File: src/rtl/apb_request_arbiter.sv
// Round-robin arbiter sharing one APB master command port between NUM_REQ requesters.
// Optional WAIT-state abort enabled with `define ARB_TIMEOUT_EN (limit = TIMEOUT_CYCLES).
module apb_request_arbiter #(
  parameter int NUM_REQ        = 4,
  parameter int DATA_W         = 8,
  parameter int TIMEOUT_CYCLES = 64
) (
  input  logic                      clk,
  input  logic                      reset,
  input  logic [NUM_REQ-1:0]        req,
  input  logic [NUM_REQ-1:0]        req_write,
  input  logic [2*NUM_REQ-1:0]      req_sel,
  input  logic [DATA_W*NUM_REQ-1:0] req_addr,
  input  logic [DATA_W*NUM_REQ-1:0] req_wdata,
  input  logic [DATA_W*NUM_REQ-1:0] req_wait_cycles,
  output logic [NUM_REQ-1:0]        gnt,
  output logic [NUM_REQ-1:0]        done,
  output logic                      err,
  output logic [DATA_W-1:0]         rdata,
  output logic                      pb_start,
  output logic                      pb_write,
  output logic [1:0]                pb_sel,
  output logic [DATA_W-1:0]         pb_addr,
  output logic [DATA_W-1:0]         pb_wdata,
  output logic [DATA_W-1:0]         pb_wait_cycles,
  input  logic                      pb_ready,
  input  logic [DATA_W-1:0]         pb_rdata
);

  localparam int OWN_W = (NUM_REQ > 1) ? $clog2(NUM_REQ) : 1;

  typedef enum logic [1:0] {
    S_IDLE  = 2'd0,
    S_ISSUE = 2'd1,
    S_WAIT  = 2'd2,
    S_DONE  = 2'd3
  } state_e;

  state_e              state_q;
  logic [OWN_W-1:0]    ptr_q;
  logic [OWN_W-1:0]    owner_q;
  logic [NUM_REQ-1:0]  gnt_q;
  logic [NUM_REQ-1:0]  done_q;
  logic                err_q;
  logic [DATA_W-1:0]   rdata_q;
  logic                pb_start_q;
  logic                pb_write_q;
  logic [1:0]          pb_sel_q;
  logic [DATA_W-1:0]   pb_addr_q;
  logic [DATA_W-1:0]   pb_wdata_q;
  logic [DATA_W-1:0]   pb_wait_q;

`ifdef ARB_TIMEOUT_EN
  localparam int TO_W = $clog2(TIMEOUT_CYCLES + 1);
  logic [TO_W-1:0]     to_cnt_q;
`endif

  logic                pick_vld_d;
  logic [OWN_W-1:0]    pick_idx_d;
  logic [OWN_W-1:0]    cand_d;
  logic                pick_write_d;
  logic [1:0]          pick_sel_d;
  logic [DATA_W-1:0]   pick_addr_d;
  logic [DATA_W-1:0]   pick_wdata_d;
  logic [DATA_W-1:0]   pick_wait_d;

  // Explicit wrap so non-power-of-two NUM_REQ never produces an out-of-range index.
  function automatic logic [OWN_W-1:0] wrap_inc(input logic [OWN_W-1:0] idx);
    if (idx == OWN_W'(NUM_REQ - 1)) return '0;
    return idx + 1'b1;
  endfunction

  always_comb begin
    pick_vld_d = 1'b0;
    pick_idx_d = '0;
    cand_d     = ptr_q;
    for (int i = 0; i < NUM_REQ; i++) begin
      if (!pick_vld_d && req[cand_d]) begin
        pick_vld_d = 1'b1;
        pick_idx_d = cand_d;
      end
      cand_d = wrap_inc(cand_d);
    end
  end

  always_comb begin
    pick_write_d = 1'b0;
    pick_sel_d   = '0;
    pick_addr_d  = '0;
    pick_wdata_d = '0;
    pick_wait_d  = '0;
    for (int i = 0; i < NUM_REQ; i++) begin
      if (pick_idx_d == OWN_W'(i)) begin
        pick_write_d = req_write[i];
        pick_sel_d   = req_sel[2*i +: 2];
        pick_addr_d  = req_addr[DATA_W*i +: DATA_W];
        pick_wdata_d = req_wdata[DATA_W*i +: DATA_W];
        pick_wait_d  = req_wait_cycles[DATA_W*i +: DATA_W];
      end
    end
  end

  always_ff @(posedge clk or posedge reset) begin
    if (reset) begin
      state_q    <= S_IDLE;
      ptr_q      <= '0;
      owner_q    <= '0;
      gnt_q      <= '0;
      done_q     <= '0;
      err_q      <= 1'b0;
      rdata_q    <= '0;
      pb_start_q <= 1'b0;
      pb_write_q <= 1'b0;
      pb_sel_q   <= 2'b00;
      pb_addr_q  <= '0;
      pb_wdata_q <= '0;
      pb_wait_q  <= '0;
`ifdef ARB_TIMEOUT_EN
      to_cnt_q   <= '0;
`endif
    end else begin
      case (state_q)
        S_IDLE: begin
          done_q <= '0;
          err_q  <= 1'b0;
          if (pick_vld_d) begin
            owner_q    <= pick_idx_d;
            gnt_q      <= NUM_REQ'(1) << pick_idx_d;
            pb_write_q <= pick_write_d;
            pb_sel_q   <= pick_sel_d;
            pb_addr_q  <= pick_addr_d;
            pb_wdata_q <= pick_wdata_d;
            pb_wait_q  <= pick_wait_d;
            // Slave id 0 is unmapped: answer with an error without touching the bus.
            if (pick_sel_d == 2'b00) begin
              done_q  <= NUM_REQ'(1) << pick_idx_d;
              err_q   <= 1'b1;
              state_q <= S_DONE;
            end else begin
              pb_start_q <= 1'b1;
              state_q    <= S_ISSUE;
            end
          end
        end
        S_ISSUE: begin
          pb_start_q <= 1'b0;
`ifdef ARB_TIMEOUT_EN
          to_cnt_q   <= '0;
`endif
          state_q    <= S_WAIT;
        end
        S_WAIT: begin
          if (pb_ready) begin
            if (!pb_write_q) rdata_q <= pb_rdata;
            done_q  <= gnt_q;
            err_q   <= 1'b0;
            state_q <= S_DONE;
          end
`ifdef ARB_TIMEOUT_EN
          else if (to_cnt_q == TO_W'(TIMEOUT_CYCLES - 1)) begin
            done_q  <= gnt_q;
            err_q   <= 1'b1;
            state_q <= S_DONE;
          end else begin
            to_cnt_q <= to_cnt_q + 1'b1;
          end
`endif
        end
        S_DONE: begin
          done_q  <= '0;
          err_q   <= 1'b0;
          gnt_q   <= '0;
          ptr_q   <= wrap_inc(owner_q);
          state_q <= S_IDLE;
        end
        default: state_q <= S_IDLE;
      endcase
    end
  end

  assign gnt            = gnt_q;
  assign done           = done_q;
  assign err            = err_q;
  assign rdata          = rdata_q;
  assign pb_start       = pb_start_q;
  assign pb_write       = pb_write_q;
  assign pb_sel         = pb_sel_q;
  assign pb_addr        = pb_addr_q;
  assign pb_wdata       = pb_wdata_q;
  assign pb_wait_cycles = pb_wait_q;

endmodule

File: config.mk
export PLATFORM = sky130hd
export DESIGN_NAME = apb_request_arbiter
export DESIGN_NICKNAME = d
export VERILOG_FILES = /design/src/rtl/apb_request_arbiter.sv
export SDC_FILE = /design/constraint.sdc
export NUM_CORES = 1
export LEC_CHECK = 0
export CAP_MARGIN = 20
export CORE_MARGIN = 1
export CORE_UTILIZATION = 37
export DETAILED_ROUTE_END_ITERATION = 7
export PLACE_DENSITY = 0.88
export SYNTH_ARGS = -nofsm -noshare
export SYNTH_HDL_FRONTEND = slang
export SYNTH_SLANG_ARGS = --single-unit
File: constraint.sdc
create_clock -name clk -period 2.55 [get_ports clk]
set_input_delay 0.51 -clock clk [delete_from_list [all_inputs] [get_ports clk]]
set_output_delay 0.51 -clock clk [all_outputs]
set_load 0.05 [all_outputs]
==> results of run 1 <==
per-layer routing:
metal  up-vias  track usage  wire length [microns]
met3        23       0.0482                    583
met5         -            0                      0
met2       132        0.404                   5530
li1       1512            -                      -
met1      1511        0.238                   3860
met4         0       0.0634                    223
cell type report:
cell class                 instances  area, sq um
multi-input combinational        238         1950
clock inverter                     2         60.1
timing repair buffer             201         2080
sequential                        51         1280
tap                              105          131
clock buffer                       6         72.6
inverter                           7         26.3
fill                             660         2790
stage by stage:
stage | cells | setup slack, ns | total power [mW] | TNS (ns) | hold slack, ns
global placement | 595 | -0.514 | 7.08 | -15.88 | 0.467
floorplan | 315 | -0.219 | 5.51 | -2.40 | 0.454
finish | 610 | -0.0931 | 8.66 | -0.558 | 0.489
CTS | 607 | -0.169 | 8.29 | -2.94 | 0.494
detailed placement | 595 | -0.577 | 7.24 | -18.80 | 0.474
global route | 610 | -0.203 | 9.15 | -3.53 | 0.517
cells by family (layout without fill, tap and decap cells):
kind of cell	Yosys count	in the layout	synth area share
compound gates	58	58	0.114
fa+ha+maj	7	7	0.0268
buf+inv	26	216	0.0440
flops	51	51	0.390
mux	94	94	0.310
simple gates	79	79	0.114
how the worst max path moves through the flow:
stage | cells past startpoint | slack (ns) | end | startpoint
floorplan | 8 | -0.22 | pb_start | ptr_q[1]
global placement | 8 | -0.51 | pb_start | req[0]
detailed placement | 8 | -0.58 | pb_start | req[0]
CTS | 9 | -0.17 | pb_start | ptr_q[0]
global route | 8 | -0.20 | pb_start | ptr_q[1]
finish | 8 | -0.09 | pb_start | ptr_q[1]
Yosys cell counts:
cell and instances:
or2_2 1, o21a_1 2, nor3_1 4, a21oi_1 6
inv_1 7, nor2b_1 3, buf_8 2, a221o_1 2
o32a_1 2, ha_1 7, o22ai_1 2, nand2_1 40
o41ai_1 1, and4b_4 1, clkbuf_1 7, nand2b_1 2
a32oi_1 1, o22a_1 1, a22o_1 1, o21ai_0 8
a2111oi_4 1, buf_4 2, mux4_2 2, mux2_2 39
o31ai_1 2, nor4_1 1, or3b_2 1, nor2_1 14
or3_1 1, and3_1 4, buf_2 7, nand3b_1 1
dfrtp_1 51, o21ai_1 27, a221oi_2 1, nor3b_1 2
nand3_1 1, buf_6 1, nor4b_1 3, mux2i_1 53
o221ai_1 1
state kept, by name, summed over array words and instances (netlist names):
name,count
done,4
err,1
gnt,4
owner_q,2
pb_addr,8
pb_sel,2
pb_start,1
pb_wait_cycles,8
pb_wdata,8
pb_write,1
ptr_q,2
rdata,8
state_q,2
power breakdown:
part / internal [mW] / total [mW] / switching [mW]
registers: 1.21 / 1.46 / 0.249
clock network: 0.392 / 0.655 / 0.263
logic: 3.13 / 6.55 / 3.42
timing repair:
action                                  4_1_cts  5_1_grt
buffers inserted                              2        1
resized for setup                            13       15
cloned                                        2        2
hold endpoints to repair                      0        0
pin swaps                                     4        3
endpoints found under the setup margin       41       40
critical path, cell delays in order (launching register included):
cell and delay [ns]:
dfrtp_1 0.43, ha_4 0.26, or3b_4 0.36, and4b_4 0.21, a2111oi_4 0.17, buf_4 0.19
mux4_2 0.58, o21a_1 0.23, o221ai_2 0.13
==> impl_metrics.env, run 1 <==
export IMPL_outcome="complete, but fails checks"
export IMPL_violations="setup timing"
export IMPL_numCtsBuffers=5
export IMPL_diodes=0
export IMPL_hold_depth=2
export IMPL_cp_end_kind="register"
export IMPL_setup_ws_ns=-0.0931
export IMPL_r2r_start="ptr_q[1]"
export IMPL_grtUsageTotal=0.214
export IMPL_slew_violations=0
export IMPL_synth_area_sq_um=3270
export IMPL_r2r_slack_ns=-0.09
export IMPL_ios=168
export IMPL_layout_common_cells="clkdlybuf4s50_1 (163), mux2i_1 (52), dfrtp_1 (51)"
export IMPL_cap_viol_max_count=0
export IMPL_yosys_register_bits=51
export IMPL_netlist_instances=315
export IMPL_overflow=0
export IMPL_synth_nets=445
export IMPL_crit_path_start_kind="register"
export IMPL_grt_max_degree=44
export IMPL_synth_area_per_cell_sq_um=10.4
export IMPL_drc=0
export IMPL_clk_pin_slew_worst_paths_ns=0.09
export IMPL_tightest_slew_ns=0.542
export IMPL_hold_viol=0
export IMPL_hpwl_microns=7720
export IMPL_clockBufferDepth=2
export IMPL_min_period_ns=2.64
export IMPL_synthTopCellsByArea="dfrtp_1 (39%), mux2i_1 (16%), mux2_2 (13%)"
export IMPL_cellPowerDensity_nw_per_um2=1550
export IMPL_clock_latency_ns=0.30
export IMPL_ir_drop_uv=801
export IMPL_dieArea_sq_um=9220
export IMPL_start_util=0.390
export IMPL_cts_root_buf="clkbuf_8"
export IMPL_min_to="pb_addr[5]"
export IMPL_finalCritPeriodShare=1.04
export IMPL_die_w_microns=96.0
export IMPL_coreArea_sq_um=8380
export IMPL_gp_congestion=0.925
export IMPL_placed_cell_area_sq_um=5220
export IMPL_dr_pass1_iters=6
export IMPL_die_h_microns=96.0
export IMPL_io_buffers=167
export IMPL_grt_pass1_wl_microns=15000
export IMPL_min_path_type="reg2reg"
export IMPL_ys_types=41
export IMPL_setup_viol=14
export IMPL_p_leak_nw=2.45
export IMPL_rows=33
export IMPL_rsz0062_at_grt="true"
export IMPL_antenna_found_initial=0
export IMPL_grt_pass1_vias=3268
export IMPL_synthToLayoutAreaGrowth_pct=70.9
export IMPL_mostFrequentLayoutCell="clkdlybuf4s50_1"
export IMPL_drt_iter0_markers=101
export IMPL_cp_required_ns=2.77
export IMPL_viasPerCell=5.21
export IMPL_vias=3178
export IMPL_synth_top_area_cell="dfrtp_1"
export IMPL_wirelength_microns=10200
export IMPL_max_freq_ghz=0.378
export IMPL_seq_area_frac_synth=0.390
export IMPL_cts_sinks=51
export IMPL_slew_headroom=0.633
export IMPL_routedWlPerCell_microns=16.7
export IMPL_drtAntennaViolNets=0
export IMPL_crit_arrival_ns=2.86
export IMPL_layout_nets=634
export IMPL_synth_top_area_frac=0.390
export IMPL_tritoncts="done"
export IMPL_worstSetupPathType="reg2reg"
export IMPL_fin_skew_ns=0.00870
export IMPL_r2r_end="pb_start"
export IMPL_hold_path_startpoint="pb_addr[5]"
export IMPL_fin_area_sq_um=5590
export IMPL_critPathMaxFanout=5
export IMPL_yosysWarnings=0
export IMPL_drive_above_1_share=0.196
export IMPL_hold_buffers=0
export IMPL_ff2ff_path_depth=8
export IMPL_post_route_util=0.667
export IMPL_htree_levels=2
(Power assumes the default switching activity.)
==> inputs of run 2 (changes only) <==
- CORE_MARGIN: 1 -> 5
- CTS_CLUSTER_SIZE: not set -> 16
- SLEW_MARGIN: not set -> 20
==> impl_metrics.env, run 2 (synthesized netlist as in run 1, its figures left out) <==
export IMPL_die_h_microns=104
export IMPL_routedWlPerCell_microns=17.4
export IMPL_finalCritPeriodShare=1.06
export IMPL_min_to="pb_wait_cycles[5]"
export IMPL_dieArea_sq_um=10800
export IMPL_drive_above_1_share=0.184
export IMPL_p_int_mw=4.32
export IMPL_p_leak_nw=2.40
export IMPL_critPathMaxFanout=5
export IMPL_max_freq_ghz=0.371
export IMPL_tritoncts="done"
export IMPL_clk_pin_slew_worst_paths_ns=0.10
export IMPL_crit_arrival_ns=2.88
export IMPL_drc=0
export IMPL_htree_levels=2
export IMPL_min_path_type="reg2reg"
export IMPL_ff2ff_path_depth=7
export IMPL_tightest_slew_ns=0.541
export IMPL_hold_path_startpoint="pb_wait_cycles[5]"
export IMPL_grt_pass1_wl_microns=16800
export IMPL_viasPerCell=5.20
export IMPL_layout_common_cells="clkdlybuf4s50_1 (163), mux2i_1 (53), dfrtp_1 (51)"
export IMPL_setup_tns_ns=-1.31
export IMPL_p_sw_mw=3.84
export IMPL_setup_viol=23
export IMPL_hold_ws_ns=0.490
export IMPL_rsz0062_at_grt="true"
export IMPL_combPwrFrac=0.765
export IMPL_ir_drop_uv=902
export IMPL_cp_end_kind="register"
export IMPL_cap_viol_max_count=0
export IMPL_cts_root_buf="clkbuf_8"
export IMPL_min_period_ns=2.69
export IMPL_slew_headroom=0.639
export IMPL_hpwl_microns=8460
export IMPL_r2r_start="ptr_q[0]"
export IMPL_power_frac_clock=0.057
export IMPL_drtAntennaViolNets=0
export IMPL_post_route_util=0.630
export IMPL_clockBufferDepth=2
export IMPL_die_w_microns=104
export IMPL_overflow=0
export IMPL_cp_required_ns=2.74
export IMPL_cts_sinks=51
export IMPL_gp_congestion=0.919
export IMPL_outcome="complete, but fails checks"
export IMPL_seq_power_share=0.177
export IMPL_layout_nets=630
export IMPL_grtUsageTotal=0.187
export IMPL_wirelength_microns=10600
export IMPL_place_ws_ns=-0.499
export IMPL_setup_ws_ns=-0.143
export IMPL_slew_violations=0
export IMPL_diodes=0
export IMPL_vias=3166
export IMPL_dr_pass1_iters=4
export IMPL_fin_skew_ns=0.0164
export IMPL_hold_depth=2
export IMPL_r2r_slack_ns=-0.14
export IMPL_grt_pass1_vias=3409
export IMPL_switching_share=0.470
export IMPL_rows=34
export IMPL_synthToLayoutAreaGrowth_pct=67.2
export IMPL_numCtsBuffers=5
export IMPL_antenna_found_initial=0
export IMPL_mostFrequentLayoutCell="clkdlybuf4s50_1"
export IMPL_io_buffers=167
export IMPL_start_util=0.377
export IMPL_r2r_end="pb_sel[1]"
export IMPL_crit_path_start_kind="register"
export IMPL_grt_max_degree=29
export IMPL_drt_iter0_markers=86
export IMPL_clock_latency_ns=0.31
export IMPL_hold_viol=0
export IMPL_worstSetupPathType="reg2reg"
export IMPL_hold_buffers=0
export IMPL_cellPowerDensity_nw_per_um2=1490
export IMPL_ios=168
export IMPL_coreArea_sq_um=8680
export IMPL_violations="setup timing"
-- run 2: cell types whose count changed in the layout (fill, tap and decap cells not counted), moves of 2 or more --
cell | before | now
buf_4 | 22 | 20
bufinv_16 | 2 | 0
clkbuf_16 | 2 | 0
o21ai_2 | 2 | 0
clkinv_4 | 0 | 2
-- run 2: repair_timing --
| item | in CTS | in global routing |
|---|---|---|
| gates cloned | 2 | 0 |
| setup buffers | 2 | 2 |
| pin swaps | 1 | 1 |
| gates resized for setup | 10 | 8 |
| setup endpoints to repair | 39 | 36 |
-- run 2: worst max-delay path by stage --
stage | from | to | slack [ns] | cells after the start
CTS | ptr_q[0] | pb_start | -0.14 | 8
finish | ptr_q[0] | pb_sel[1] | -0.14 | 7
global route | ptr_q[0] | err | -0.23 | 9
global placement | req[1] | pb_start | -0.45 | 8
detailed placement | req[1] | pb_start | -0.50 | 9
floorplan | ptr_q[1] | pb_start | -0.22 | 8
-- run 2: critical path, cell delays in order (launching register included) --
cell,delay [ns]
dfrtp_1,0.42
ha_4,0.27
or3b_4,0.36
and4b_4,0.21
a2111oi_4,0.23
buf_4,0.20
mux4_2,0.58
mux2_4,0.30
-- run 2: through the flow --
| step | cell area, sq um | total power, mW | instances |
|---|---|---|---|
| finish | 5470 | 8.17 | 609 |
| global route | 5470 | 8.63 | 609 |
| CTS | 5420 | 8.12 | 607 |
| detailed placement | 5220 | 7.27 | 595 |
| global placement | 5220 | 7.10 | 595 |
| floorplan | 3280 | 5.51 | 315 |
-- run 2: cell type report --
type                       count  area [sq um]
clock buffer                   6          72.6
clock inverter                 2          17.5
fill                         725          3210
inverter                       7          26.3
multi-input combinational    238          1930
sequential                    51          1280
tap                          108           135
timing repair buffer         197          2010
-- run 2: power groups by stage --
stage | logic [mW] | clock network, mW | registers [mW]
after floorplan | 2.94 | 0 | 2.58
after global placement | 5.66 | 0 | 1.44
after detailed placement | 5.82 | 0 | 1.45
after CTS | 6.18 | 0.490 | 1.45
after global routing | 6.60 | 0.526 | 1.50
final | 6.25 | 0.468 | 1.45
-- run 2: routing by layer --
layer / part of all wire / wire length (microns) / GRT usage
met1: 0.38 / 3980 / 0.205
met2: 0.55 / 5840 / 0.352
met3: 0.051 / 539 / 0.0416
met4: 0.022 / 231 / 0.0620
met5: 0 / 0 / 0
==> inputs of run 3 (changes only) <==
- SLEW_MARGIN: 20 -> 30
==> results of run 3 <==
Same layout as run 2: the final DEF is identical, and so are final timing and power.
